[src/rtl/pb_pkg.sv]
// pb_pkg: shared timing defaults for a 10 MHz clock and the per-channel repeat state type
package pb_pkg;
  localparam int PB_DEBOUNCE_10M = 100_000;
  localparam int PB_HOLD_10M = 5_000_000;
  localparam int PB_REPEAT_10M = 1_000_000;
  typedef enum logic [1:0] {IDLE, HOLD, REPEAT} pb_state_t;
endpackage

[src/rtl/pb_channel.sv]
// pb_channel: one button - clk/rst, raw pb in; debounced level plus press/rel/rpt single-cycle pulses out
module pb_channel
  import pb_pkg::*;
#(
  parameter int DEBOUNCE_CYCLES = PB_DEBOUNCE_10M,
  parameter int HOLD_CYCLES = PB_HOLD_10M,
  parameter int REPEAT_CYCLES = PB_REPEAT_10M
) (
  input  logic clk,
  input  logic rst,
  input  logic pb,
  output logic level,
  output logic press,
  output logic rel,
  output logic rpt
);
  localparam int DW = $clog2(DEBOUNCE_CYCLES);
  localparam int RMAX = HOLD_CYCLES > REPEAT_CYCLES ? HOLD_CYCLES : REPEAT_CYCLES;
  localparam int RW = RMAX > 2 ? $clog2(RMAX) : 1;
  logic [1:0] sync;
  logic [DW-1:0] dcnt, dcnt_n;
  logic [RW-1:0] rcnt, rcnt_n;
  pb_state_t state, state_n;
  logic s, flip, rise, fall, fire;
  assign s = sync[1];
  always_comb begin
    flip = s != level && dcnt == DW'(DEBOUNCE_CYCLES - 1);
    rise = flip && s;
    fall = flip && !s;
    dcnt_n = (s == level || flip) ? '0 : dcnt + 1'b1;
    fire = !fall && ((state == HOLD && rcnt == RW'(HOLD_CYCLES - 1)) ||
                     (state == REPEAT && rcnt == RW'(REPEAT_CYCLES - 1)));
    state_n = rise ? HOLD : fall ? IDLE : fire ? REPEAT : state;
    rcnt_n = (rise || fall || fire || state == IDLE) ? '0 : rcnt + 1'b1;
  end
  always_ff @(posedge clk) begin
    if (rst) begin
      sync <= '0;
      dcnt <= '0;
      rcnt <= '0;
      state <= IDLE;
      level <= 1'b0;
      press <= 1'b0;
      rel <= 1'b0;
      rpt <= 1'b0;
    end else begin
      sync <= {sync[0], pb};
      dcnt <= dcnt_n;
      rcnt <= rcnt_n;
      state <= state_n;
      level <= flip ? s : level;
      press <= rise;
      rel <= fall;
      rpt <= fire;
    end
  end
endmodule

[src/rtl/pb_conditioner.sv]
// pb_conditioner: N_BTN independent pb_channel instances - CLOCK/RESET, iPB in; oLEVEL/oPRESS/oRELEASE/oREPEAT out
module pb_conditioner
  import pb_pkg::*;
#(
  parameter int N_BTN = 20,
  parameter int DEBOUNCE_CYCLES = PB_DEBOUNCE_10M,
  parameter int HOLD_CYCLES = PB_HOLD_10M,
  parameter int REPEAT_CYCLES = PB_REPEAT_10M
) (
  input  logic CLOCK,
  input  logic RESET,
  input  logic [N_BTN-1:0] iPB,
  output logic [N_BTN-1:0] oLEVEL,
  output logic [N_BTN-1:0] oPRESS,
  output logic [N_BTN-1:0] oRELEASE,
  output logic [N_BTN-1:0] oREPEAT
);
  for (genvar i = 0; i < N_BTN; i++) begin : g_ch
    pb_channel #(
      .DEBOUNCE_CYCLES(DEBOUNCE_CYCLES),
      .HOLD_CYCLES(HOLD_CYCLES),
      .REPEAT_CYCLES(REPEAT_CYCLES)
    ) u_ch (
      .clk(CLOCK),
      .rst(RESET),
      .pb(iPB[i]),
      .level(oLEVEL[i]),
      .press(oPRESS[i]),
      .rel(oRELEASE[i]),
      .rpt(oREPEAT[i])
    );
  end
endmodule

[config.mk]
export PLATFORM = sky130hd
export DESIGN_NAME = pb_conditioner
export DESIGN_NICKNAME = d
export VERILOG_FILES = /design/src/rtl/pb_pkg.sv /design/src/rtl/pb_channel.sv /design/src/rtl/pb_conditioner.sv
export SDC_FILE = /design/constraint.sdc
export NUM_CORES = 2
export LEC_CHECK = 0
export ABC_AREA = 1
export BUFFER_PORTS_ARGS = -buffer_cell sky130_fd_sc_hd__buf_4
export CORE_MARGIN = 3
export CORE_UTILIZATION = 63
export DETAILED_ROUTE_END_ITERATION = 10
export PLACE_DENSITY = 0.8
export SETUP_SLACK_MARGIN = 0.4
export SYNTH_ARGS = -nofsm -noshare
export SYNTH_HDL_FRONTEND = slang
export SYNTH_SLANG_ARGS = --single-unit
[constraint.sdc]
create_clock -name CLOCK -period 1.85 [get_ports CLOCK]
set_input_delay 0 -clock CLOCK [delete_from_list [all_inputs] [get_ports CLOCK]]
set_output_delay 0 -clock CLOCK [all_outputs]
set_load 0.005 [all_outputs]
# Word level (Yosys, flattened, before mapping)

Cells that the tools add are included.

Bits in registers: 960
Bits in latches: 0
RAM bits: 0
Memory bits (read-only): 0
Word-level logic and storage cells: 780
Memories kept: 0

Add/subtract/negate cells: 40
Multipliers: 0
Div/mod/pow operators: 0
Order comparisons: 0
Equality and inequality tests: 140
Shifts and indexed selects: 0
Mux-type cells: 60
Bitwise gates (word level): 0
Reduce and logical (&&, ||, !) cells: 360

Operator list:

| kind                  | number |
|---|---|
| $add 23x1->23 const B | 20 |
| $eq 23x20->1 const B  | 20 |
| $eq 23x23->1 const B  | 20 |
| $add 17x1->17 const B | 20 |
| $eq 17x17->1 const B  | 20 |
| $logic_and 1x1->1     | 120 |
| $logic_or 1x1->1      | 100 |
| $reduce_or 2->1       | 40 |
| $mux 1                | 60 |
| $reduce_bool 3->1     | 20 |
| $reduce_or 3->1       | 20 |
| $eq 2x1->1 const B    | 20 |
| $eq 2x2->1 const B    | 20 |
| $logic_not 1->1       | 40 |
| $logic_not 2->1       | 20 |
| $eq 1x1->1            | 20 |
| $ne 1x1->1            | 20 |

# Longest topological paths before layout

Depth in word-level cells: 8
Depth in mapped cells: 12
Mapped depth without buffers: 12

# Hierarchy

Synthesis repeated with hierarchy kept, for this count alone.

Cells, all modules: 7,373
Area, all modules: 48,973.2 µm²

Modules (own cells, without submodules):

| module                        | times used | cells each | area an instance (µm²) |
|---|---|---|---|
| pb_channel (g_ch[0].u_ch ...) | 19         | 368        | 2,444.8 |
| pb_channel (g_ch[9].u_ch)     | 1          | 381        | 2,521.2 |

# Worst setup path before layout

OpenSTA, ideal clock, no wires.

Path type: register to register
Start: register g_ch[4].u_ch.rcnt[0]
End: register g_ch[4].u_ch.rcnt[4]
Library setup time: 0.116 ns
Arrival time: 1.446 ns
Data required time: 1.734 ns
Setup slack: 0.288 ns
Cell stages (with the launch flop): 12
Path buffers: 1
Path through: dfxtp_1 -> ha_1 -> nand2_1 -> nor2_4 -> inv_1 -> nor3_2 -> nand2_1 -> nor2_2 -> nand2_1 -> nand2_2 -> buf_6 -> nor2_1

Word-level cells in the longest chain between the ends: 7
Elaborated cells on any way between the ends: 10
Those cells by class: 1 x add/sub; 2 x eq/ne; 7 x reduce/logical

RTL lines:

| what                                                                  | RTL line         | RTL |
|---|---|---|
| start: declaration                                                    | pb_channel.sv:22 | `logic [RW-1:0] rcnt, rcnt_n;` |
| start signal: assignment                                              | pb_channel.sv:49 | `rcnt <= rcnt_n;` |
| parallel branches: the longest is 7 deep, another holds $add 23x1->23 | --               |  |

Parallel ways; which one is timed is not known.
A chain may end at the register's enable or synchronous reset.

# Worst setup path in the final report

Start: register g_ch[16].u_ch.rcnt[16]
End: register g_ch[16].u_ch.rcnt[3]

Word-level cells in the longest chain between the ends: 7
Elaborated cells on any way between the ends: 9
Those cells by class: 2 x eq/ne; 7 x reduce/logical

RTL lines:

| what                                         | RTL line                           | RTL |
|---|---|---|
| start: declaration                           | pb_channel.sv:22                   |  |
| start signal: assignment                     | pb_channel.sv:49                   |  |
| $eq 23x23->1 or $eq 23x20->1 (tied branches) | pb_channel.sv:31, pb_channel.sv:32 |  |
| $logic_and 1x1->1 (on tied branches)         | pb_channel.sv:31, pb_channel.sv:32 |  |
| $logic_or 1x1->1 (*)                         | pb_channel.sv:31                   | `fire = !fall && ((state == HOLD && rcnt == RW'(HOLD_CYCLES - 1)) \|\|` |
| $logic_and 1x1->1 (*)                        | pb_channel.sv:31                   |  |
| $logic_or 1x1->1 (*) (2 in a row)            | pb_channel.sv:34                   | `rcnt_n = (rise \|\| fall \|\| fire \|\| state == IDLE) ? '0 : rcnt + 1'b1;` |
| $reduce_or 2->1 (no line) (*)                | --                                 |  |

Every way passes the cells marked *; elsewhere a longest branch is shown, timed or not.

==> flow_summary.yaml <==
die:
  io_pins: 102
  initial_core_util_pct: 64.22
  fp.dieW_um: 280.1
  die_area_mm2: 0.07846
  dieHeight_um: 280.1
  core_area_mm2: 0.07370
  rows: 99
timing:
  worst_pin_slew_ps: 467.6
  clock.fmax_ghz: 0.5633
  rsz0062_at_grt: "true"
  setup_viol: 0
  drv_slew: 0
  period_minus_slack_ps: 1775
  finalSetupTns_ps: 0
  relSlewSlack_pct: 68.59
  finClkSkew_ps: 26.76
  hold_violations: 0
  holdWs_ps: 88.45
  finalCritPeriodShare_pct: 95.96
detailed_routing:
  wl_met1_um: 49750
  drcViolationCount: 0
  drt-total-wl_um: 121100
  via_per_inst: 5.378
  drt-initial-drc-count: 3399
  top_layer: "met4"
  dr_wl_met2_um: 59620
  dr.pass1.iters: 8
  vias: 44910
  wl_met3_um: 6830
  routedWlPerCell_um: 14.50
  ant_nets: 0
pwr:
  irDropWorstVdd_v: 0.0006447
  leakagePower_nw: 21.96
  powerDensity_mw_per_mm2: 707.1
  power_mw: 42.39
setup_path:
  startpoint: "g_ch[16].u_ch.rcnt[16]$_SDFF_PP0_"
  reg2reg_from: "g_ch[16].u_ch.rcnt[16]$_SDFF_PP0_"
  worstPathMaxFanout: 6
  r2r_cells: 9
  r2r_end: "g_ch[16].u_ch.rcnt[3]$_SDFF_PP0_"
  critical-path-max-stage-delay_ps: 440
  critPathArrivalTime_ps: 2310
  path_cells: "nand2_1, nor3_1, a21oi_1, nor2_2, nand2_2, nand2_4, buf_6, clkbuf_16, nor2_1"
  ff2ff_setup_slack_ps: 70
  path_class: "reg2reg"
  end_kind: "flop"
  crit_required_ps: 2380
  cp-start-kind: "flop"
  endpoint: "g_ch[16].u_ch.rcnt[3]$_SDFF_PP0_"
  critPathSlowestCell: "dfxtp_1"
final_layout:
  fillers: 4506
  ff_latch_area_mm2: 0.01956
  multi_input_area_mm2: 0.02704
  fin_area_mm2: 0.05996
  mostFrequentLayoutCell: "nand2_1"
  final_cell_mix: "nand2_1 (1311), nor2_1 (1185), inv_1 (896)"
  nets: 7380
  area_delta_synth_final_pct: 26.67
  diodes: 0
  drive_above_1_share_pct: 23.94
placement:
  io_buffers: 101
  place_congestion: 0.9248
  hpwl_um: 66370
  post_dp_cell_area_mm2: 0.04909
cts:
  clk_pin_slew_worst_paths_ps: 60
  cts_max_level: 3
  root_buffer: "clkbuf_16"
  cts_buffers: 100
  cts_sinks: 960
  clk_latency_ps: 660
  tritoncts: "built"
  cts_max_path_buffers: 3
global_route:
  grt_max_degree: 49
  grt_pass1_wl_um: 191700
  grt_pass1_vias: 42800
  overflow: 0
  antenna_found_initial: 0
  grt_use_total_pct: 28.15
logic_synthesis:
  async_flop_share_pct: 0
  ys.flop_type: "dfxtp_1"
  yosys_register_bits: 960
  yosysUniqueCellTypes: 41
  netlist_instances: 6840
  netlist_area_mm2: 0.04733
  synth-edff-count: 0
  syn_avg_cell_area_um2: 6.920
  ys_seq_area_share_pct: 40.60
  yosysWarnings: 0
  synth_nets: 6902
status:
  outcome: "completed"
flow_run:
  max-cap-violations: 0
worst_hold_path:
  hold_path_class: "in2reg"
[final cells by class]
| cell class | count | share of cell area, % |
|---|---|---|
| multi-input cells | 4775 | 45.09 |
| flip-flops and latches | 960 | 32.63 |
| repair buffers | 509 | 8.387 |
| inverters | 972 | 6.108 |
| clock buffers | 146 | 5.052 |
| well taps | 959 | 2.001 |
| clock inverters | 30 | 0.7325 |
[synthesized netlist by cell type (all sizes together) (3+ instances only)]
master / count / area share (%)
a21oi: 138 / 1.5
a31oi: 8 / 0.11
and2: 4 / 0.053
buf: 157 / 2.5
clkbuf: 3 / 0.029
dfxtp: 960 / 41
ha: 40 / 1.1
inv: 971 / 7.7
nand2: 1467 / 12
nand3: 427 / 4.9
nand3b: 25 / 0.40
nand4: 185 / 2.5
nor2: 1550 / 13
nor3: 263 / 3.1
nor3b: 17 / 0.27
nor4: 8 / 0.11
o21ai: 92 / 0.97
o21bai: 10 / 0.16
o31ai: 3 / 0.12
or2: 49 / 0.65
xnor2: 134 / 2.5
xor2: 327 / 6.1
[power breakdown]
group | internal (mW) | switching, mW | leakage, nW
Clock | 12.8 | 8.33 | 1.71
Sequential | 20.7 | 0.0361 | 7.87
Combinational | 0.211 | 0.314 | 12.4
[kinds of logic after synthesis]
logic type,count (synthesis),synth area share [%]
flip-flops,960,40.60
adder cells (fa/ha/maj),40,1.057
AND/OR/NAND/NOR,3996,36.72
buffers and inverters,1132,10.28
AO/OA/AOI/OAI,251,2.813
XOR/XNOR,461,8.530
[sequential cells by signal (all words and copies together) (netlist names)]
register,flops
g_ch.u_ch.dcnt,340
g_ch.u_ch.sync,40
g_ch.u_ch.rpt,20
g_ch.u_ch.level,20
g_ch.u_ch.press,20
g_ch.u_ch.rel,20
g_ch.u_ch.rcnt,460
g_ch.u_ch.state,40
[per-layer routing]
layer	global-route usage (%)	vias to the layer above
li1	-	22160
met2	50.43	1605
met4	11.35	0
met1	34.20	20710
met5	0	-
met3	3.645	439
[how the worst min path moves through the flow]
stage	from	endpoint	slack, ps	depth (start not counted)
6_report	iPB[2]	g_ch[2].u_ch.sync[0]$_SDFF_PP0_	90	4
5_1_grt	iPB[12]	g_ch[12].u_ch.sync[0]$_SDFF_PP0_	100	4
4_1_cts	iPB[2]	g_ch[2].u_ch.sync[0]$_SDFF_PP0_	60	4
3_5_place_dp	iPB[1]	g_ch[1].u_ch.sync[0]$_SDFF_PP0_	210	3
3_3_place_gp	iPB[19]	g_ch[19].u_ch.sync[0]$_SDFF_PP0_	200	3
2_1_floorplan	iPB[0]	g_ch[0].u_ch.sync[0]$_SDFF_PP0_	110	2
[stage by stage]
stage | worst slack [ps] | instances | util, %
floorplan | 343.0 | 6840 | -
global placement | 149.8 | 7797 | 66.61
detailed placement | 47.38 | 7797 | 66.61
CTS | 202.7 | 8279 | 78.87
global route | 24.76 | 8351 | 81.35
finish | 74.70 | 8351 | 81.35
[critical path: cells and delay by family (launching register included)]
kind / cells / cell delay, ps
flip-flops: 1 / 440
AO/OA/AOI/OAI: 1 / 140
AND/OR/NAND/NOR: 6 / 810
buffers and inverters: 2 / 260
[what timing repair did]
action	in CTS	in global routing
hold endpoints to repair	59	0
hold buffers	29	0
setup endpoints to repair	741	860
setup buffers	220	68
gates cloned	57	4
pin swaps	214	109
resized for setup	746	416
Power figures use the tool's default switching activity.
